### src/rtl/alu_pkg.sv
// alu_pkg: shared definitions for the alu_seq execute-stage ALU.
//   - opcode encodings of the ALU control field
//   - bit positions inside the 5-bit flags register
//   - FSM state type used by the alu_seq top
package alu_pkg;

  localparam logic [4:0] OP_NOP  = 5'd0;
  localparam logic [4:0] OP_LW_1 = 5'd1;
  localparam logic [4:0] OP_LW_2 = 5'd2;
  localparam logic [4:0] OP_LW_3 = 5'd3;
  localparam logic [4:0] OP_SW_1 = 5'd4;
  localparam logic [4:0] OP_SW_2 = 5'd5;
  localparam logic [4:0] OP_MOV  = 5'd6;
  localparam logic [4:0] OP_ADD  = 5'd7;
  localparam logic [4:0] OP_SUB  = 5'd8;
  localparam logic [4:0] OP_MUL  = 5'd9;
  localparam logic [4:0] OP_DIV  = 5'd10;
  localparam logic [4:0] OP_AND  = 5'd11;
  localparam logic [4:0] OP_OR   = 5'd12;
  localparam logic [4:0] OP_NOT  = 5'd13;
  localparam logic [4:0] OP_SHL  = 5'd14;
  localparam logic [4:0] OP_SHR  = 5'd15;
  localparam logic [4:0] OP_CMP  = 5'd16;
  localparam logic [4:0] OP_JR   = 5'd17;
  localparam logic [4:0] OP_RET  = 5'd18;
  localparam logic [4:0] OP_JPC  = 5'd19;
  localparam logic [4:0] OP_CALL = 5'd20;
  localparam logic [4:0] OP_BRFL = 5'd21;

  localparam int FL_OVF   = 0;
  localparam int FL_ABOVE = 1;
  localparam int FL_BELOW = 2;
  localparam int FL_EQUAL = 3;
  localparam int FL_ERROR = 4;

  typedef enum logic [1:0] {S_IDLE, S_MUL, S_DIV, S_DONE} state_t;

endpackage

### src/rtl/alu_seq_muldiv.sv
// alu_seq_muldiv: shared iterative multiply / divide datapath.
//   start  : load operands and begin (ignored while busy)
//   is_div : present only with ALU_SEQ_DIV_EN; selects divide for this start
//   a, b   : signed operands, sampled on start
//   done   : high in the final busy cycle; result/ovf are valid then
//   result : low WIDTH bits of the product, or the signed quotient
//   ovf    : product high half is not the sign extension of the low half
// Multiply: WIDTH shift-add steps, the last one done in the done cycle.
// Divide (ALU_SEQ_DIV_EN): WIDTH restoring steps on magnitudes, then one
// cycle that applies the quotient sign. The divisor must be non-zero.
module alu_seq_muldiv import alu_pkg::*; #(
  parameter int WIDTH = 32
) (
  input  logic             clk,
  input  logic             rst_n,
  input  logic             start,
`ifdef ALU_SEQ_DIV_EN
  input  logic             is_div,
`endif
  input  logic [WIDTH-1:0] a,
  input  logic [WIDTH-1:0] b,
  output logic             done,
  output logic [WIDTH-1:0] result,
  output logic             ovf
);
  localparam int CW = $clog2(WIDTH) + 1;

  logic               busy;
  logic [CW-1:0]      cnt;
  // acc: product accumulator, or {remainder, dividend/quotient} when dividing
  logic [2*WIDTH-1:0] acc, mcand, addend, acc_nx;
  logic [WIDTH-1:0]   mplier;
  logic               last_mul;

  assign last_mul = (cnt == CW'(WIDTH - 1));

  // Two's-complement multiplier: the MSB of b carries negative weight.
  always_comb begin
    addend = '0;
    if (mplier[0]) addend = last_mul ? -mcand : mcand;
    acc_nx = acc + addend;
  end

`ifdef ALU_SEQ_DIV_EN
  logic             div_q, neg_q;
  logic [WIDTH:0]   rem_sh, diff;
  logic [WIDTH-1:0] rem_nx, quo_nx;

  always_comb begin
    rem_sh = {acc[2*WIDTH-1:WIDTH], acc[WIDTH-1]};
    diff   = rem_sh - {1'b0, mcand[WIDTH-1:0]};
    rem_nx = diff[WIDTH] ? rem_sh[WIDTH-1:0] : diff[WIDTH-1:0];
    quo_nx = {acc[WIDTH-2:0], ~diff[WIDTH]};
  end

  assign done   = busy & (div_q ? (cnt == CW'(WIDTH)) : last_mul);
  assign result = div_q ? (neg_q ? -acc[WIDTH-1:0] : acc[WIDTH-1:0]) : acc_nx[WIDTH-1:0];
  assign ovf    = ~div_q & (acc_nx[2*WIDTH-1:WIDTH] != {WIDTH{acc_nx[WIDTH-1]}});
`else
  assign done   = busy & last_mul;
  assign result = acc_nx[WIDTH-1:0];
  assign ovf    = (acc_nx[2*WIDTH-1:WIDTH] != {WIDTH{acc_nx[WIDTH-1]}});
`endif

  always_ff @(posedge clk) begin
    if (!rst_n) begin
      busy   <= 1'b0;
      cnt    <= '0;
      acc    <= '0;
      mcand  <= '0;
      mplier <= '0;
`ifdef ALU_SEQ_DIV_EN
      div_q  <= 1'b0;
      neg_q  <= 1'b0;
`endif
    end else if (start && !busy) begin
      busy <= 1'b1;
      cnt  <= '0;
`ifdef ALU_SEQ_DIV_EN
      div_q <= is_div;
      neg_q <= a[WIDTH-1] ^ b[WIDTH-1];
      if (is_div) begin
        // magnitudes; the most negative value maps to 2^(WIDTH-1) unsigned
        acc   <= {{WIDTH{1'b0}}, (a[WIDTH-1] ? -a : a)};
        mcand <= {{WIDTH{1'b0}}, (b[WIDTH-1] ? -b : b)};
      end else
`endif
      begin
        acc    <= '0;
        mcand  <= {{WIDTH{a[WIDTH-1]}}, a};
        mplier <= b;
      end
    end else if (busy) begin
      cnt <= cnt + CW'(1);
      if (done) busy <= 1'b0;
`ifdef ALU_SEQ_DIV_EN
      if (div_q) begin
        if (cnt != CW'(WIDTH)) acc <= {rem_nx, quo_nx};
      end else
`endif
      begin
        acc    <= acc_nx;
        mcand  <= mcand << 1;
        mplier <= mplier >> 1;
      end
    end
  end

endmodule

### src/rtl/alu_seq.sv
// alu_seq: handshaked execute-stage ALU with iterative MUL/DIV.
//   clk, rst_n (sync, active-low)
//   in_valid/in_ready, alu_op, data1, data2, pc : operation request
//   out_valid/out_ready, alu_result, branch_target, zero : result
//   flags : [0] overflow [1] above [2] below [3] equal [4] error, kept
//           from the last ADD/SUB/MUL/DIV/CMP/undefined op
// Build option: ALU_SEQ_DIV_EN enables the iterative divider; without it
// DIV completes in one cycle with result 0, zero=1 and error set.
module alu_seq import alu_pkg::*; #(
  parameter int WIDTH    = 32,
  parameter int PC_WIDTH = 8
) (
  input  logic                clk,
  input  logic                rst_n,
  input  logic                in_valid,
  output logic                in_ready,
  input  logic [4:0]          alu_op,
  input  logic [WIDTH-1:0]    data1,
  input  logic [WIDTH-1:0]    data2,
  input  logic [PC_WIDTH-1:0] pc,
  output logic                out_valid,
  input  logic                out_ready,
  output logic [WIDTH-1:0]    alu_result,
  output logic [WIDTH-1:0]    branch_target,
  output logic                zero,
  output logic [4:0]          flags
);
  state_t           state, state_nx;
  logic             accept, multi, go_mul;
  logic [WIDTH-1:0] sc_res, sc_tgt, sum, dif;
  logic             sc_zero, ovf;
  logic [4:0]       sc_fl;
  logic             md_start, md_done, md_ovf;
  logic [WIDTH-1:0] md_res;
`ifdef ALU_SEQ_DIV_EN
  logic             go_div;
`endif

  assign in_ready  = (state == S_IDLE) | ((state == S_DONE) & out_ready);
  assign accept    = in_valid & in_ready;
  assign out_valid = (state == S_DONE);
  assign md_start  = accept & multi;

  assign sum = data1 + data2;
  assign dif = data1 - data2;

  // Single-cycle result; unchanged ops pass the stored flags through.
  always_comb begin
    sc_res  = '0;
    sc_tgt  = '0;
    sc_zero = 1'b0;
    sc_fl   = flags;
    ovf     = 1'b0;
    go_mul  = 1'b0;
`ifdef ALU_SEQ_DIV_EN
    go_div  = 1'b0;
`endif
    case (alu_op)
      OP_NOP:  ;
      OP_LW_1: sc_res = sum;
      OP_LW_2, OP_LW_3, OP_SW_2: sc_res = data1;
      OP_SW_1: sc_res = data1 + WIDTH'(8);
      OP_MOV:  sc_res = WIDTH'({data1[4:0], data2[4:0]});
      OP_ADD, OP_SUB: begin
        if (alu_op == OP_ADD) begin
          sc_res = sum;
          ovf    = (data1[WIDTH-1] == data2[WIDTH-1]) & (sum[WIDTH-1] != data1[WIDTH-1]);
        end else begin
          sc_res = dif;
          ovf    = (data1[WIDTH-1] != data2[WIDTH-1]) & (dif[WIDTH-1] != data1[WIDTH-1]);
        end
        sc_fl           = '0;
        sc_fl[FL_OVF]   = ovf;
        sc_fl[FL_ERROR] = ovf;
        sc_zero         = (sc_res == '0);
      end
      OP_MUL: go_mul = 1'b1;
      OP_DIV: begin
`ifdef ALU_SEQ_DIV_EN
        go_div = (data2 != '0);
`endif
        // divide-by-zero (or no divider): immediate error result
        sc_fl           = '0;
        sc_fl[FL_ERROR] = 1'b1;
        sc_zero         = 1'b1;
      end
      OP_AND: begin sc_res = data1 & data2; sc_zero = (sc_res == '0); end
      OP_OR:  begin sc_res = data1 | data2; sc_zero = (sc_res == '0); end
      OP_NOT: sc_res = ~data1;
      OP_SHL: sc_res = (data2 >= WIDTH'(WIDTH)) ? '0 : (data1 << data2);
      OP_SHR: sc_res = (data2 >= WIDTH'(WIDTH)) ? '0 : (data1 >> data2);
      OP_CMP: begin
        sc_fl           = '0;
        sc_fl[FL_EQUAL] = (data1 == data2);
        sc_fl[FL_ABOVE] = ($signed(data1) > $signed(data2));
        sc_fl[FL_BELOW] = ($signed(data1) < $signed(data2));
      end
      OP_JR, OP_RET: begin sc_tgt = data1; sc_zero = 1'b1; end
      OP_JPC:  begin sc_tgt = WIDTH'(pc) + data2; sc_zero = 1'b1; end
      OP_CALL: begin sc_res = data1; sc_zero = 1'b1; end
      OP_BRFL: if (flags == data2[4:0]) begin sc_res = data1; sc_zero = 1'b1; end
      default: begin
        sc_fl           = '0;
        sc_fl[FL_ERROR] = 1'b1;
      end
    endcase
`ifdef ALU_SEQ_DIV_EN
    multi = go_mul | go_div;
`else
    multi = go_mul;
`endif
  end

  always_ff @(posedge clk) begin
    if (!rst_n) state <= S_IDLE;
    else        state <= state_nx;
  end

  always_comb begin
    state_nx = state;
    case (state)
      S_IDLE, S_DONE: begin
        if (accept) state_nx = go_mul ? S_MUL : (multi ? S_DIV : S_DONE);
        else if (state == S_DONE && out_ready) state_nx = S_IDLE;
      end
      S_MUL, S_DIV: if (md_done) state_nx = S_DONE;
      default: state_nx = S_IDLE;
    endcase
  end

  always_ff @(posedge clk) begin
    if (!rst_n) begin
      alu_result    <= '0;
      branch_target <= '0;
      zero          <= 1'b0;
      flags         <= '0;
    end else if (accept && !multi) begin
      alu_result    <= sc_res;
      branch_target <= sc_tgt;
      zero          <= sc_zero;
      flags         <= sc_fl;
    end else if (md_done) begin
      alu_result    <= md_res;
      branch_target <= '0;
      zero          <= (md_res == '0);
      flags         <= (state == S_MUL) ? {md_ovf, 3'b000, md_ovf} : 5'b00000;
    end
  end

  alu_seq_muldiv #(.WIDTH(WIDTH)) u_muldiv (
    .clk    (clk),
    .rst_n  (rst_n),
    .start  (md_start),
`ifdef ALU_SEQ_DIV_EN
    .is_div (go_div),
`endif
    .a      (data1),
    .b      (data2),
    .done   (md_done),
    .result (md_res),
    .ovf    (md_ovf)
  );

endmodule

### config.mk
export PLATFORM = sky130hd
export DESIGN_NAME = alu_seq
export DESIGN_NICKNAME = d
export VERILOG_FILES = /design/src/rtl/alu_pkg.sv /design/src/rtl/alu_seq_muldiv.sv /design/src/rtl/alu_seq.sv
export SDC_FILE = /design/constraint.sdc
export NUM_CORES = 1
export LEC_CHECK = 0
export CAP_MARGIN = 20
export CORE_UTILIZATION = 57
export DETAILED_ROUTE_END_ITERATION = 10
export DONT_BUFFER_PORTS = 1
export PLACE_DENSITY = 0.82
export SYNTH_ARGS = -nofsm -noshare
export SYNTH_HDL_FRONTEND = slang
export SYNTH_SLANG_ARGS = --single-unit
### constraint.sdc
create_clock -name clk -period 11.6 [get_ports clk]
set_clock_uncertainty 0.15 [all_clocks]
set_input_delay 2.32 -clock clk [delete_from_list [all_inputs] [get_ports clk]]
set_output_delay 2.32 -clock clk [all_outputs]
set_load 0.01 [all_outputs]
==> results.md, run 1 <==
* Post-synth top area share at 18.25%
* Post-DP HPWL at 84.40 mm
* Die height at 216.5 um
* Antenna-violating nets left at 0
* Pwr/cell area at 98.30 nW/um2
* Core area at 45380 um2
* Final min period at 7.089 ns
* Residual DRC at 0
* Filler cells at about 4300
* # Post-CTS Setup Buffers at 0
* Vias in the first global route at 27050
* Starting density of the core at 57.78%
* Layout cells sized above 1 at 4.550%
* Hold/Removal Path Class: flip-flop to flip-flop
* Worst setup startpoint: u_muldiv.mcand[2]
* Total Wirelength at 111.6 mm
* Placer congestion estimate at 1.052
* Status: complete, no violations
* Vias per inst at 6.939
* Critical path capture point type: flip-flop
* Worst-Skew Late Latency at about 0.61 ns
* Resized cells post-CTS at 0
* Syn avg cell area at 6.922 um2
* Post-synth top area cell: dfxtp_1
* Placed Cells at approximately 4200
* Largest net degree at the start of global routing at 163
* Final Instance Count excl. Fillers at 4205
* DRT Pass-1 Iters at 6
* Crit-path max FO at 8
* Period Utilization, post-route at 61.11%
* Layout area overhead at 4.237%
* Rel. slew slack at 8.311%
* Root Driver: clkbuf_16
* Clock buffer count from CTS at 28
* Fin. Hold Viols at 0
* Post-Syn Instances at 3788
* Die area at 46860 um2
* Hold Crit Start: u_muldiv.mplier[3]
* Worst-path clk slew at 0.08 ns
* WP data arrival at 7.41 ns
* Hold_buf cts at 0
* Vias post-DR at just under 30000
* Iter 0 DRT Violations at about 4100
* First-pass GRT wire length at 166.8 mm
* Post-synth EDFFs at 0
* Port bufs at 0
* Ys Warns at 0
* Clk sinks at 239
* Hold WS at 0.3351 ns
* Top post-synthesis cells by area: dfxtp_1 18%, ha_1 8.3%, a21oi_1 7.6%, o21ai_0 6.7%, nor2_1 6.4%
* Initial antenna violation count at 3
* Total GRT Usage at 45.97%
* Site row count at 78
* Syn nets at 4046
* Fmax achieved at 0.1411 GHz
* Wirelength per Cell at 26.54 um
* Sum Neg Setup Slack at 0 ns
* Synth Register Bits at about 240
* Post-Syn Area at between 20000 and 30000 um2
* Max Slew Vio Count at 0
* Critical path class: flip-flop to flip-flop
* Setup Viol. Count Final at 0
* Static leakage at 0.01067 uW
* RSZ-0062 raised after global routing: no
* Worst Tran Pin Value at 1.375 ns
* Worst reg2reg startpoint: u_muldiv.mcand[2]
* Asr flop ratio synth at 0%
* Data required, critical path at 11.92 ns
* Ys flop type: dfxtp_1
* Reg-to-reg slack, setup at 4.51 ns
* Yosys cell types at 88
* IO Count at ~150
* Sequential share of the synthesized area at a little under a fifth
* MaxCap Viol Count at 0
* Nets at 3840
* CTS tree: yes
* H-tree Lvls at 1
* Die X at 216.5 um
* VDD IR max at 0.1280 mV
* CP startpoint kind: flip-flop
* Clk buf depth at 3
* GRT overflow at 0
state kept, by name (all words and copies together) (netlist names):
name             cells
branch_target       32
flags                5
alu_result          32
u_muldiv.acc        64
u_muldiv.mcand      64
zero                 1
u_muldiv.busy        1
u_muldiv.cnt         6
state                2
u_muldiv.mplier     32
path summary, 6_finish.rpt:
check | end | depth (start not counted)
max | flags[4] | 21
min | u_muldiv.mplier[2] | 1
max reg2reg | flags[4] | 21
min reg2reg | u_muldiv.mplier[2] | 1
kinds of logic after synthesis:
group,after synthesis,synth area share [%]
AOI/OAI and AO/OA,1330,32.09
and+or+nand+nor,1314,23.65
buffers and inverters,403,5.812
DFF,239,18.25
xor gates and xnor gates,214,7.148
adders and majority gates,177,8.560
muxes,111,4.490
cell usage in the layout, fill, tap and decap left out, drive strengths merged, types with 49 or more instances in the layout:
| cell type | instances |
|---|---|
| a211oi | 55 |
| dfxtp | 239 |
| a21oi | 396 |
| xnor2 | 132 |
| ha | 173 |
| xor2 | 82 |
| o211ai | 57 |
| a21o | 49 |
| nand3 | 52 |
| and2 | 66 |
| nand2 | 340 |
| o21ai | 365 |
| nor4 | 59 |
| nor3 | 87 |
| inv | 125 |
| mux2i | 85 |
| nor2 | 450 |
| nand4 | 61 |
synth_stat cells (all sizes together) (7+ instances only):
library cell / count
mux2i: 85
nand2: 340
nor4: 59
o221ai: 10
a31o: 7
nand3b: 7
or3: 20
or2: 19
clkbuf: 251
mux2: 23
o211ai: 57
a221oi: 48
a211o: 19
a311oi: 10
o2111ai: 10
nor2b: 40
inv: 124
a31oi: 43
dfxtp: 239
a21oi: 396
o31ai: 39
nand2b: 45
nand4: 61
or4: 15
nor2: 450
o21ai: 365
o21a: 29
o211a: 45
o41ai: 12
nor3: 87
a211oi: 55
and2: 66
nand3: 52
ha: 173
and3: 21
xor2: 82
buf: 27
a22oi: 36
a21o: 49
a2111oi: 24
and4: 11
o21bai: 23
o22ai: 8
xnor2: 132
critical path, stage by stage, from the launching register on:
cell and delay [ns]:
dfxtp_1 0.40, nor4_4 0.37, nand2_1 0.14, nor2_1 0.11, nand2_1 0.20, or4_1 0.60, or3_1 0.43, or2_1 0.33
o41ai_1 0.36, xor2_1 0.19, nor2_1 0.06, ha_1 0.40, a21oi_1 0.21, o21ai_0 0.18, a221oi_1 0.46, o211a_2 0.31
xnor2_1 0.10, or4_1 0.52, or4_1 0.49, a221oi_1 0.60, a31o_1 0.29, a31oi_1 0.08
per-stage QoR:
step / cell area, um2 / worst slack, ns / total power (uW) / utilization (%)
6_report: 27330 / 4.511 / 2687 / 60.23
3_3_place_gp: 26310 / 4.726 / 1674 / 57.98
5_1_grt: 27330 / 4.163 / 2772 / 60.22
2_1_floorplan: 26220 / 4.528 / 1446 / -
4_1_cts: 27330 / 4.614 / 2655 / 60.22
3_5_place_dp: 26310 / 4.644 / 1675 / 57.98
final cells by class:
type	count	area (um2)	area share (%)
Clock buffer	37	774.5	2.834
Inverter	125	471.7	1.726
Multi-Input combinational cell	3146	19990	73.12
Sequential cell	239	4788	17.52
Timing Repair Buffer	42	315.3	1.154
Tap cell	600	750.7	2.747
Clock inverter	15	242.7	0.8881
Antenna cell	1	2.502	0.009155
report_power, final:
part	switching (uW)	internal, uW	leakage [uW]
logic	519	253	0.00826
registers	66.9	860	0.00193
clock network	403	585	0.000483
routing by layer:
layer / up-vias / wire, um / global-route usage [%]
met5: - / 64 / 1.042
met4: 8 / 9723 / 33.90
met2: 1787 / 46950 / 69.65
li1: 13390 / - / -
met3: 430 / 12510 / 11.79
met1: 13560 / 42380 / 56.04
No activity file was read; power rests on OpenSTA's default activity.
==> run 2, diff against run 1 <==
==> constraint.sdc (replaced) <==
create_clock -name clk -period 6.6 [get_ports clk]
set_clock_uncertainty 0.15 [all_clocks]
set_input_delay 1.32 -clock clk [delete_from_list [all_inputs] [get_ports clk]]
set_output_delay 1.32 -clock clk [all_outputs]
set_load 0.01 [all_outputs]
==> results.md, run 2 (synthesized netlist as in run 1, its figures left out) <==
* Layout area overhead at 6.685%
* Vias post-DR at 29770
* Pwr/cell area at about 170 nW/um2
* Crit-path max FO at 5
* Largest stage delay on the critical path at between 0.5 and 0.6 ns
* Max Slew Vio Count at 0
* WP data arrival at between 6 and 7 ns
* Layout cells sized above 1 at a little under 7%
* Residual DRC at 0
* Total GRT Usage at 46.32%
* Die X at 216.5 um
* CP cell instances: nor4_1 > nand2_1 > or2_2 > or4_1 > or3_1 > or2_1 > o41ai_2 > xor2_1 > nor2_1 > ha_1 > nand2_1 > nor3_4 > nand2_1 > a211o_1 > o211a_2 > xnor2_1 > or4_1 > or4_1 > a221oi_2 > buf_4 > a31o_1 > a31oi_1
* Period Utilization, post-route at between 90% and 100%
* Most frequent cells in the layout: 444 x nor2_1, 395 x a21oi_1, 347 x o21ai_0
* Iter 0 DRT Violations at 3838
* Rel. slew slack at 23.58%
* Clk sinks at roughly 240
* Site row count at 78
* Core area at 45380 um2
* CP startpoint kind: flip-flop
* Data required, critical path at 6.91 ns
* Vias per inst at about 6.9
* Worst Tran Pin Value at 1.146 ns
* Clock buffer count from CTS at 29
* Antenna-violating nets left at 0
* Critical path capture point type: flip-flop
* Port bufs at 0
* Worst-Skew Late Latency at about 0.61 ns
* Hold WS at 0.3308 ns
* Total Wirelength at 112.7 mm
* IO Count at 153
* Commonest non-fill, non-tap cell in the layout: nor2_1
* Hold/Removal Path Class: flip-flop to flip-flop
* Post-DP HPWL at 85.12 mm
* Nets at 3919
* Status: complete, no violations
* Fin. Hold Viols at 0
* Filler cells at 4282
* Starting density of the core at 57.78%
* Final min period at 6.296 ns
* Placer congestion estimate at 1.061
* Register area at 4788 um2
* Largest net degree at the start of global routing at between 150 and 200
* Die height at 216.5 um
* Static leakage at 0.01110 uW
* Setup Viol. Count Final at 0
* Multi-input logic area at 20020 um2
* Critical path class: flip-flop to flip-flop
* Buffers and inverters on the worst path at 1
* Final Instance Count excl. Fillers at 4285
* Sum Neg Setup Slack at 0 ns
* Root Driver: clkbuf_16
* CP max-delay cell: or4_1
* Clk buf depth at 3
* Worst-path clk slew at 0.07 ns
* Wirelength per Cell at 26.31 um
* MaxCap Viol Count at 0
* Initial antenna violation count at 2
* Largest regs: u_muldiv.acc (64), u_muldiv.mcand (64)
* Placed Cells at between 4000 and 5000
* Fmax achieved at 0.1588 GHz
* Die area at approximately 47000 um2
* VDD IR max at 0.2250 mV
* GRT overflow at 0
* Critical path's top delay family: simple AND/OR/NAND/NOR gates
* Vias in the first global route at between 20000 and 30000
* H-tree Lvls at 1
* First-pass GRT wire length at 167.9 mm
* CTS tree: yes
* DRT Pass-1 Iters at 6
## run 2: layout make-up
cell class | count | share of cell area [%]
Antenna cell | 2 | 0.01789
Multi-Input combinational cell | 3146 | 71.56
Timing Repair Buffer | 120 | 3.265
Clock buffer | 37 | 2.880
Sequential cell | 239 | 17.12
Clock inverter | 16 | 0.7917
Inverter | 125 | 1.686
Tap cell | 600 | 2.684
## run 2: power breakdown
group / total (uW) / internal (uW) / switching, uW
sequential: 1630 / 1510 / 118
clock: 1760 / 1030 / 730
combinational: 1380 / 460 / 922
total: 4770 / 3000 / 1770
## run 2: worst paths after layout
kind	start	end	slack, ns	depth (start not counted)
min reg2reg	u_muldiv.acc[59]	u_muldiv.acc[59]	0.33	2
max reg2reg	u_muldiv.mcand[15]	flags[4]	0.30	22
min	u_muldiv.acc[59]	u_muldiv.acc[59]	0.33	2
max	u_muldiv.mcand[15]	flags[4]	0.30	22
## run 2: worst reg2reg max path, cell delays in order (launching register included)
cell and delay [ns]:
dfxtp_1 0.36, nor4_1 0.35, nand2_1 0.12, or2_2 0.33, or4_1 0.48, or3_1 0.43
or2_1 0.28, o41ai_2 0.25, xor2_1 0.24, nor2_1 0.07, ha_1 0.36, nand2_1 0.12
nor3_4 0.22, nand2_1 0.11, a211o_1 0.28, o211a_2 0.16, xnor2_1 0.15, or4_1 0.53
or4_1 0.50, a221oi_2 0.25, buf_4 0.16, a31o_1 0.17, a31oi_1 0.08
## run 2: per-stage QoR
stage               setup WS, ns  utilization (%)  cell area, um2  total power [uW]
CTS                       0.1750            61.49           27900              4706
global route           -0.008176            61.63           27970              4918
floorplan                 0.5277                -           26220              2542
global placement          0.3143            59.22           26880              2953
finish                    0.3039            61.64           27970              4770
detailed placement        0.2037            59.22           26880              2959
## run 2: what timing repair did
item | 4_1_cts | 5_1_grt
endpoints found under the setup margin | 0 | 2
resized for setup | 0 | 9
hold buffers | 0 | 0
buffers inserted | 0 | 2
## run 2: metal layers
layer  share of wire (%)  routed length (um)  up-vias  track usage, %
met2                  42               47870     1877           70.98
li1                    -                   -    13540               -
met3                  11               12410      423           11.35
met5               0.011                  12        -               0
met1                  38               42400    13930           56.01
met4                 8.9               10060        2           34.72
